<file path="config.mk">
export PLATFORM = sky130hd
export DESIGN_NAME = vga_sync_gen
export DESIGN_NICKNAME = d
export VERILOG_FILES = /design/src/rtl/vga_sync_gen_pkg.sv /design/src/rtl/vga_timing_cnt.sv /design/src/rtl/vga_sync_gen.sv
export SDC_FILE = /design/constraint.sdc
export NUM_CORES = 1
export LEC_CHECK = 0
export ABC_AREA = 1
export CORE_MARGIN = 2
export CORE_UTILIZATION = 49
export CTS_CLUSTER_SIZE = 14
export DETAILED_ROUTE_END_ITERATION = 10
export PLACE_DENSITY_LB_ADDON = 0.05
export SETUP_SLACK_MARGIN = 0.5
export SKIP_CTS_REPAIR_TIMING = 1
export SLEW_MARGIN = 20
export SYNTH_ARGS = -nofsm -noshare
export SYNTH_HDL_FRONTEND = slang
export SYNTH_SLANG_ARGS = --single-unit
</file>
<file path="constraint.sdc">
create_clock -name clock -period 4.05 [get_ports clock]
set_input_delay 0.405 -clock clock [delete_from_list [all_inputs] [get_ports clock]]
set_output_delay 0.405 -clock clock [all_outputs]
set_load 0.005 [all_outputs]
</file>
<file path="src/rtl/vga_sync_gen_pkg.sv">
// VGA sync generator: shared timing helpers and test-bar colour table.
// Used by vga_sync_gen and vga_timing_cnt.
package vga_sync_gen_pkg;

    typedef struct packed {
        logic r;
        logic g;
        logic b;
    } bar_rgb_t;

    typedef enum logic [2:0] {
        BAR_WHITE   = 3'd0,
        BAR_YELLOW  = 3'd1,
        BAR_CYAN    = 3'd2,
        BAR_GREEN   = 3'd3,
        BAR_MAGENTA = 3'd4,
        BAR_RED     = 3'd5,
        BAR_BLUE    = 3'd6,
        BAR_BLACK   = 3'd7
    } bar_e;

    localparam int NUM_BARS = 8;

    function automatic int blank_len(
        input int front,
        input int sync,
        input int back
    );
        return front + sync + back;
    endfunction

    function automatic int total_len(
        input int front,
        input int sync,
        input int back,
        input int act
    );
        return front + sync + back + act;
    endfunction

    function automatic int bar_width(input int act);
        return (act / NUM_BARS > 0) ? act / NUM_BARS : 1;
    endfunction

    function automatic bar_rgb_t bar_color(input logic [2:0] idx);
        bar_rgb_t c;
        unique case (bar_e'(idx))
            BAR_WHITE:   c = '{r: 1'b1, g: 1'b1, b: 1'b1};
            BAR_YELLOW:  c = '{r: 1'b1, g: 1'b1, b: 1'b0};
            BAR_CYAN:    c = '{r: 1'b0, g: 1'b1, b: 1'b1};
            BAR_GREEN:   c = '{r: 1'b0, g: 1'b1, b: 1'b0};
            BAR_MAGENTA: c = '{r: 1'b1, g: 1'b0, b: 1'b1};
            BAR_RED:     c = '{r: 1'b1, g: 1'b0, b: 1'b0};
            BAR_BLUE:    c = '{r: 1'b0, g: 1'b0, b: 1'b1};
            BAR_BLACK:   c = '{r: 1'b0, g: 1'b0, b: 1'b0};
            default:     c = '{r: 1'b0, g: 1'b0, b: 1'b0};
        endcase
        return c;
    endfunction

endpackage

</file>
<file path="src/rtl/vga_timing_cnt.sv">
// Horizontal/vertical position counters with wrap and line-end strobe.
// Both counters live in the pixel clock domain.
module vga_timing_cnt
    import vga_sync_gen_pkg::*;
#(
    parameter int H_W     = 11,
    parameter int V_W     = 11,
    parameter int H_TOTAL = 1040,
    parameter int V_TOTAL = 666
) (
    input  logic           clock,
    input  logic           aresetn,
    output logic [H_W-1:0] hpos,
    output logic [V_W-1:0] vpos,
    output logic           line_end
);

    localparam logic [H_W-1:0] H_LAST = H_W'(H_TOTAL - 1);
    localparam logic [V_W-1:0] V_LAST = V_W'(V_TOTAL - 1);

    assign line_end = (hpos == H_LAST);

    always_ff @(posedge clock) begin
        if (!aresetn) begin
            hpos <= '0;
            vpos <= '0;
        end else if (line_end) begin
            hpos <= '0;
            if (vpos == V_LAST) begin
                vpos <= '0;
            end else begin
                vpos <= vpos + V_W'(1);
            end
        end else begin
            hpos <= hpos + H_W'(1);
        end
    end

endmodule

</file>
<file path="src/rtl/vga_sync_gen.sv">
// VGA sync/blank generator with lead-time pixel request and RGB pipeline.
// Define VGA_SYNC_GEN_TESTPAT_EN to add pattern_sel and the colour-bar source.
module vga_sync_gen
    import vga_sync_gen_pkg::*;
#(
    parameter int   H_TOTAL_WIDTH = 11,
    parameter int   V_TOTAL_WIDTH = 11,
    parameter int   COLOR_IN_W    = 10,
    parameter int   COLOR_OUT_W   = 8,
    parameter logic POLARITY      = 1'b1,
    parameter int   H_FRONT       = 56,
    parameter int   H_SYNC        = 120,
    parameter int   H_BACK        = 64,
    parameter int   H_ACT         = 800,
    parameter int   V_FRONT       = 37,
    parameter int   V_SYNC        = 6,
    parameter int   V_BACK        = 23,
    parameter int   V_ACT         = 600,
    parameter int   REQ_LEAD      = 1
) (
    input  logic                     clock,
    input  logic                     aresetn,
`ifdef VGA_SYNC_GEN_TESTPAT_EN
    input  logic                     pattern_sel,
`endif
    input  logic [COLOR_IN_W-1:0]    R_in,
    input  logic [COLOR_IN_W-1:0]    G_in,
    input  logic [COLOR_IN_W-1:0]    B_in,
    output logic                     req,
    output logic [H_TOTAL_WIDTH-1:0] req_x,
    output logic [V_TOTAL_WIDTH-1:0] req_y,
    output logic [COLOR_OUT_W-1:0]   R_out,
    output logic [COLOR_OUT_W-1:0]   G_out,
    output logic [COLOR_OUT_W-1:0]   B_out,
    output logic                     h_sync,
    output logic                     v_sync,
    output logic                     blank_n,
    output logic                     sync_n,
    output logic                     vga_clk,
    output logic                     frame_start,
    output logic                     line_start
);

    localparam int HW = H_TOTAL_WIDTH;
    localparam int VW = V_TOTAL_WIDTH;
    localparam int CW = COLOR_OUT_W;

    localparam int H_BLANK = blank_len(H_FRONT, H_SYNC, H_BACK);
    localparam int H_TOTAL = total_len(H_FRONT, H_SYNC, H_BACK, H_ACT);
    localparam int V_BLANK = blank_len(V_FRONT, V_SYNC, V_BACK);
    localparam int V_TOTAL = total_len(V_FRONT, V_SYNC, V_BACK, V_ACT);

    localparam logic [HW-1:0] H_BLANK_P = HW'(H_BLANK);
    localparam logic [HW-1:0] H_SYNC_LO = HW'(H_FRONT);
    localparam logic [HW-1:0] H_SYNC_HI = HW'(H_FRONT + H_SYNC - 1);
    localparam logic [VW-1:0] V_BLANK_P = VW'(V_BLANK);
    localparam logic [VW-1:0] V_SYNC_LO = VW'(V_FRONT);
    localparam logic [VW-1:0] V_SYNC_HI = VW'(V_FRONT + V_SYNC - 1);
    localparam logic [VW-1:0] V_LAST    = VW'(V_TOTAL - 1);
    localparam logic [HW:0]   H_TOTAL_E = (HW + 1)'(H_TOTAL);
    localparam logic [HW:0]   LEAD_E    = (HW + 1)'(REQ_LEAD);

    logic [HW-1:0] hpos;
    logic [VW-1:0] vpos;
    logic          line_end;

    vga_timing_cnt #(
        .H_W     (HW),
        .V_W     (VW),
        .H_TOTAL (H_TOTAL),
        .V_TOTAL (V_TOTAL)
    ) u_cnt (
        .clock    (clock),
        .aresetn  (aresetn),
        .hpos     (hpos),
        .vpos     (vpos),
        .line_end (line_end)
    );

    // Request position runs REQ_LEAD pixels ahead, wrapping into the next line/frame
    logic [HW:0]   lead_sum;
    logic          lead_wrap;
    logic [HW-1:0] lead_h;
    logic [VW-1:0] lead_v;

    assign lead_sum  = {1'b0, hpos} + LEAD_E;
    assign lead_wrap = (lead_sum >= H_TOTAL_E);
    assign lead_h    = lead_wrap ? HW'(lead_sum - H_TOTAL_E)
                                 : HW'(lead_sum);

    always_comb begin
        lead_v = vpos;
        if (lead_wrap) begin
            lead_v = (vpos == V_LAST) ? '0 : vpos + VW'(1);
        end
    end

    assign req   = (lead_h >= H_BLANK_P) && (lead_v >= V_BLANK_P);
    assign req_x = req ? lead_h - H_BLANK_P : '0;
    assign req_y = req ? lead_v - V_BLANK_P : '0;

    logic cur_act;
    logic cur_hs;
    logic cur_vs;
    logic cur_first_x;

    assign cur_act     = (hpos >= H_BLANK_P) && (vpos >= V_BLANK_P);
    assign cur_hs      = (hpos >= H_SYNC_LO) && (hpos <= H_SYNC_HI);
    assign cur_vs      = (vpos >= V_SYNC_LO) && (vpos <= V_SYNC_HI);
    assign cur_first_x = (hpos == H_BLANK_P);

    logic [CW-1:0] r_conv;
    logic [CW-1:0] g_conv;
    logic [CW-1:0] b_conv;

    if (COLOR_IN_W >= COLOR_OUT_W) begin : g_trunc
        localparam int SH = COLOR_IN_W - COLOR_OUT_W;
        assign r_conv = CW'(R_in >> SH);
        assign g_conv = CW'(G_in >> SH);
        assign b_conv = CW'(B_in >> SH);
    end else begin : g_pad
        localparam int SH = COLOR_OUT_W - COLOR_IN_W;
        assign r_conv = CW'(R_in) << SH;
        assign g_conv = CW'(G_in) << SH;
        assign b_conv = CW'(B_in) << SH;
    end

    logic [CW-1:0] pix_r;
    logic [CW-1:0] pix_g;
    logic [CW-1:0] pix_b;

`ifdef VGA_SYNC_GEN_TESTPAT_EN
    localparam int BAR_W = bar_width(H_ACT);

    logic [HW-1:0] act_x;
    logic [HW-1:0] bar_raw;
    logic [2:0]    bar_idx;
    bar_rgb_t      bar;

    // Any remainder pixels past the eighth bar stay black
    assign act_x   = hpos - H_BLANK_P;
    assign bar_raw = act_x / HW'(BAR_W);
    assign bar_idx = (bar_raw > HW'(7)) ? 3'd7 : bar_raw[2:0];
    assign bar     = bar_color(bar_idx);

    assign pix_r = pattern_sel ? {CW{bar.r}} : r_conv;
    assign pix_g = pattern_sel ? {CW{bar.g}} : g_conv;
    assign pix_b = pattern_sel ? {CW{bar.b}} : b_conv;
`else
    assign pix_r = r_conv;
    assign pix_g = g_conv;
    assign pix_b = b_conv;
`endif

    logic hs_q;
    logic vs_q;

    always_ff @(posedge clock) begin
        if (!aresetn) begin
            R_out       <= '0;
            G_out       <= '0;
            B_out       <= '0;
            hs_q        <= 1'b0;
            vs_q        <= 1'b0;
            blank_n     <= 1'b0;
            frame_start <= 1'b0;
            line_start  <= 1'b0;
        end else begin
            R_out       <= cur_act ? pix_r : '0;
            G_out       <= cur_act ? pix_g : '0;
            B_out       <= cur_act ? pix_b : '0;
            hs_q        <= cur_hs;
            vs_q        <= cur_vs;
            blank_n     <= cur_act;
            frame_start <= cur_act && cur_first_x && (vpos == V_BLANK_P);
            line_start  <= cur_act && cur_first_x;
        end
    end

    // Polarity is a wiring choice on the registered raw sync
    assign h_sync  = POLARITY ? hs_q : ~hs_q;
    assign v_sync  = POLARITY ? vs_q : ~vs_q;
    assign sync_n  = 1'b1;
    assign vga_clk = ~clock;

endmodule

</file>
==> summary.md <==
| Metric | Value |
|---|---|
| Outcome | complete, no violations |
| Int Pwr | 0.0007329 W |
| Worst hold slack | 0.5728 ns |
| Share of layout cells above drive strength 1 | 26.50% |
| VDD IR max | 0.2199 mV |
| Iter 0 DRT Violations | 255 |
| Core area | 0.006026 mm^2 |
| Clock skew | 0.009216 ns |
| Max frequency | 260.5 MHz |
| Synth top area cells | dfxtp_1 33%, nand2_1 11%, inv_1 8.1% |
| HP Start | u_cnt.hpos[0] |
| Fin crit period | 3.839 ns |
| DR WL/cell | 13.38 um |
| FF-to-FF End | frame_start |
| Synthesized area | 0.003099 mm^2 |
| Htree depth | 2 |
| Area share of the largest cell type after synthesis | 32.94% |
| I/O pins | 86 |
| FF+latch count, synth | 51 |
| Initial Utilization | 51.43% |
| Slew Limit Headroom | 43.58% |
| EDFF count, synth | 0 |
| Gr ovfl total | 0 |
| Synthesized net count | 488 |
| Most frequent cells in the layout | 79 x nand2_1, 65 x inv_1, 59 x nor2_1, 55 x clkdlybuf4s50_1, 47 x dfxtp_1 |
| Root Buffer | clkbuf_8 |
| Worst r2r src | u_cnt.vpos[0] |
| Sequential Power Share | 53.8% |
| Switching pwr | 0.0002115 W |
| Number of diodes | 0 |
| WS Path Type | reg -> out |
| Leak | 2.486 nW |
| Crit path launch type | flop |
| Post-synth top area cell | dfxtp_1 |
| GPL Wtd Cong | 0.8935 |
| Initial DRT Pass Iterations | 4 |
| Vias per cell | 5.080 |
| Combinational Power Share | 5.9% |
| Max-slew violation count | 0 |
| Worst Hold Class | reg -> reg |
| Clk_lat worst skew | 0.31 ns |
| GRT Resource Usage Total | 20.63% |
| Maxcap violations | 0 |
| Hold Crit Endpoint | u_cnt.hpos[0] |
| Chip height | 83.53 um |
| Commonest non-fill, non-tap cell in the layout | nand2_1 |
| RSZ-0062 raised after global routing | yes |
| Final setup margin | 0.2113 ns |
| Initial antenna violation count | 0 |
| CTS tree | done |
| R2R depth | 8 |
| WP data required | 3.64 ns |
| Fillers | 437 |
| Max FO, Critical Path | 8 |
| Final Cycle Share | 94.78% |
| Global-route wire length before repair | 12,190 um |
| Routed vias | 3,256 |
| Synth Flop Type | dfxtp_1 |
| CP Capture Type | output port |
| Port bufs | 78 |
| R2r setup slk | 2.04 ns |
| Area Overhead vs Synth | 51.47% |
| Routed wire length | 8577 um |
| Die Wd | 83.53 um |
| CP arrival | 3.43 ns |
| Asr flop ratio synth | 0% |
| Worst-Margin Slew | 0.8443 ns |
| Vias in the first global route | 2,792 |
| Pin count of the biggest net entering global routing | 28 |
| Crit path launch | u_cnt.hpos[0] |
| Yosys cell types | 40 |
| Number of CTS-inserted buffers | 5 |
| Seq/Total Area, Yosys | 32.94% |
| Pwr/cell area | 201.2 mW/mm^2 |
| Post-Place Setup Slack | 0.06613 ns |
| Area occupied by multi-input gates | 0.001964 mm^2 |
| Mean area per synthesized cell | 6.933 um^2 |
| Row count | 28 |
| Sw frac | 22.39% |
| Ys Warns | 0 |
| Clock-pin transition on the worst setup and hold timing paths | 0.09 ns |
| Util after Layout | 77.91% |
| Cell count after synthesis | 447 |
| Die area | 0.006977 mm^2 |
| Hold Crit Depth | 2 |
| Clock buffer depth | 2 |
| Clock power frac | 40.2% |
| Hold violation total from the final report | 0 |
| Post-DP HPWL | 5530 um |
| Final nets | 606 |
| Register area | 0.001026 mm^2 |
| # DRC | 0 |
| Detail Route Antenna Nets | 0 |
| Final Setup Violations | 0 |
## metal layers
metal  up-vias  wire [um]  share of wire (%)  GRT usage [%]
met5         -          0                  0              0
met2       116       4169                 49          34.38
li1       1635          -                  -              -
met4         0        153                1.8          4.985
met1      1491       3596                 42          26.03
met3        14        658                7.7          6.627
## cells by family (layout without fill, tap and decap cells)
group | after synthesis | count (layout) | synth area share (%)
simple gates | 248 | 249 | 38.11
fa+ha+maj | 9 | 9 | 3.633
other cells | 1 | 1 | 0.1210
flops | 51 | 51 | 32.94
xor+xnor | 18 | 18 | 5.935
compound gates | 37 | 37 | 7.873
buf+inv | 83 | 201 | 11.38
## worst max-delay path, stage by stage (launching register included)
cell       delay, ns
dfxtp_2         0.37
buf_6           0.13
nand3_4         0.08
nor2_4          0.15
xor2_2          0.21
ha_2            0.22
nand3_2         0.08
nor2_4          0.13
nand3_2         0.12
nand2_4         0.14
nand2_8         0.12
clkbuf_16       0.18
o21ai_4         0.16
nand2_2         0.08
nor2_2          0.14
nand3_2         0.08
nand2_2         0.10
nand2_4         0.08
buf_6           0.13
buf_12          0.12
buf_6           0.11
nor2_4          0.08
clkbuf_2        0.11
## power by group through the flow
stage	Combinational, W	Clock [W]	Sequential [W]
after floorplan	0.0000187	0.00000565	0.000519
after global placement	0.0000510	0.0000242	0.000518
after detailed placement	0.0000518	0.0000242	0.000518
after CTS	0.0000521	0.000389	0.000506
after global routing	0.0000621	0.000409	0.000509
final	0.0000561	0.000380	0.000508
## through the flow
stage / power [W] / instances / setup TNS (ns) / cell area (um^2)
finish: 0.0009444 / 641 / 0 / 4695
global route: 0.0009804 / 641 / 0 / 4695
CTS: 0.0009467 / 607 / -5.946 / 4099
detailed placement: 0.0005938 / 599 / 0 / 3983
global placement: 0.0005929 / 599 / 0 / 3983
floorplan: 0.0005429 / 447 / 0 / 3107
## how the worst max path moves through the flow
| stage | end | cells past startpoint |
|---|---|---|
| floorplan | req_y[1] | 21 |
| global placement | req_y[10] | 23 |
| detailed placement | req_y[10] | 21 |
| CTS | req_y[10] | 22 |
| global route | req_y[10] | 23 |
| finish | req_y[8] | 22 |
## area by class of cell
cell class,instances,area share [%]
multi-input cells,314,41.84
well taps,75,1.999
repair buffers,119,25.77
inverters,72,5.757
clock buffers,8,2.505
flip-flops and latches,51,21.85
clock inverters,2,0.2665
## cells in the mapped netlist, drive strengths merged (2+ instances only)
library cell  instances
nand3b                2
xor2                 14
o22ai                11
a21boi                2
ha                    9
a21oi                 2
dfxtp                51
nand4                12
nor3                  6
buf                   5
nor4                  3
clkbuf                5
o21ai                17
o41ai                 2
inv                  72
nand2               101
or2                   3
nand3                29
nor2                 91
xnor2                 4
## state kept, by name, summed over array words and instances (netlist names)
signal	cells
G_out	8
B_out	8
blank_n	1
u_cnt.vpos	11
R_out	8
h_sync	1
line_start	1
v_sync	1
u_cnt.hpos	11
frame_start	1
Note: power is estimated with default switching activity, not from simulation.
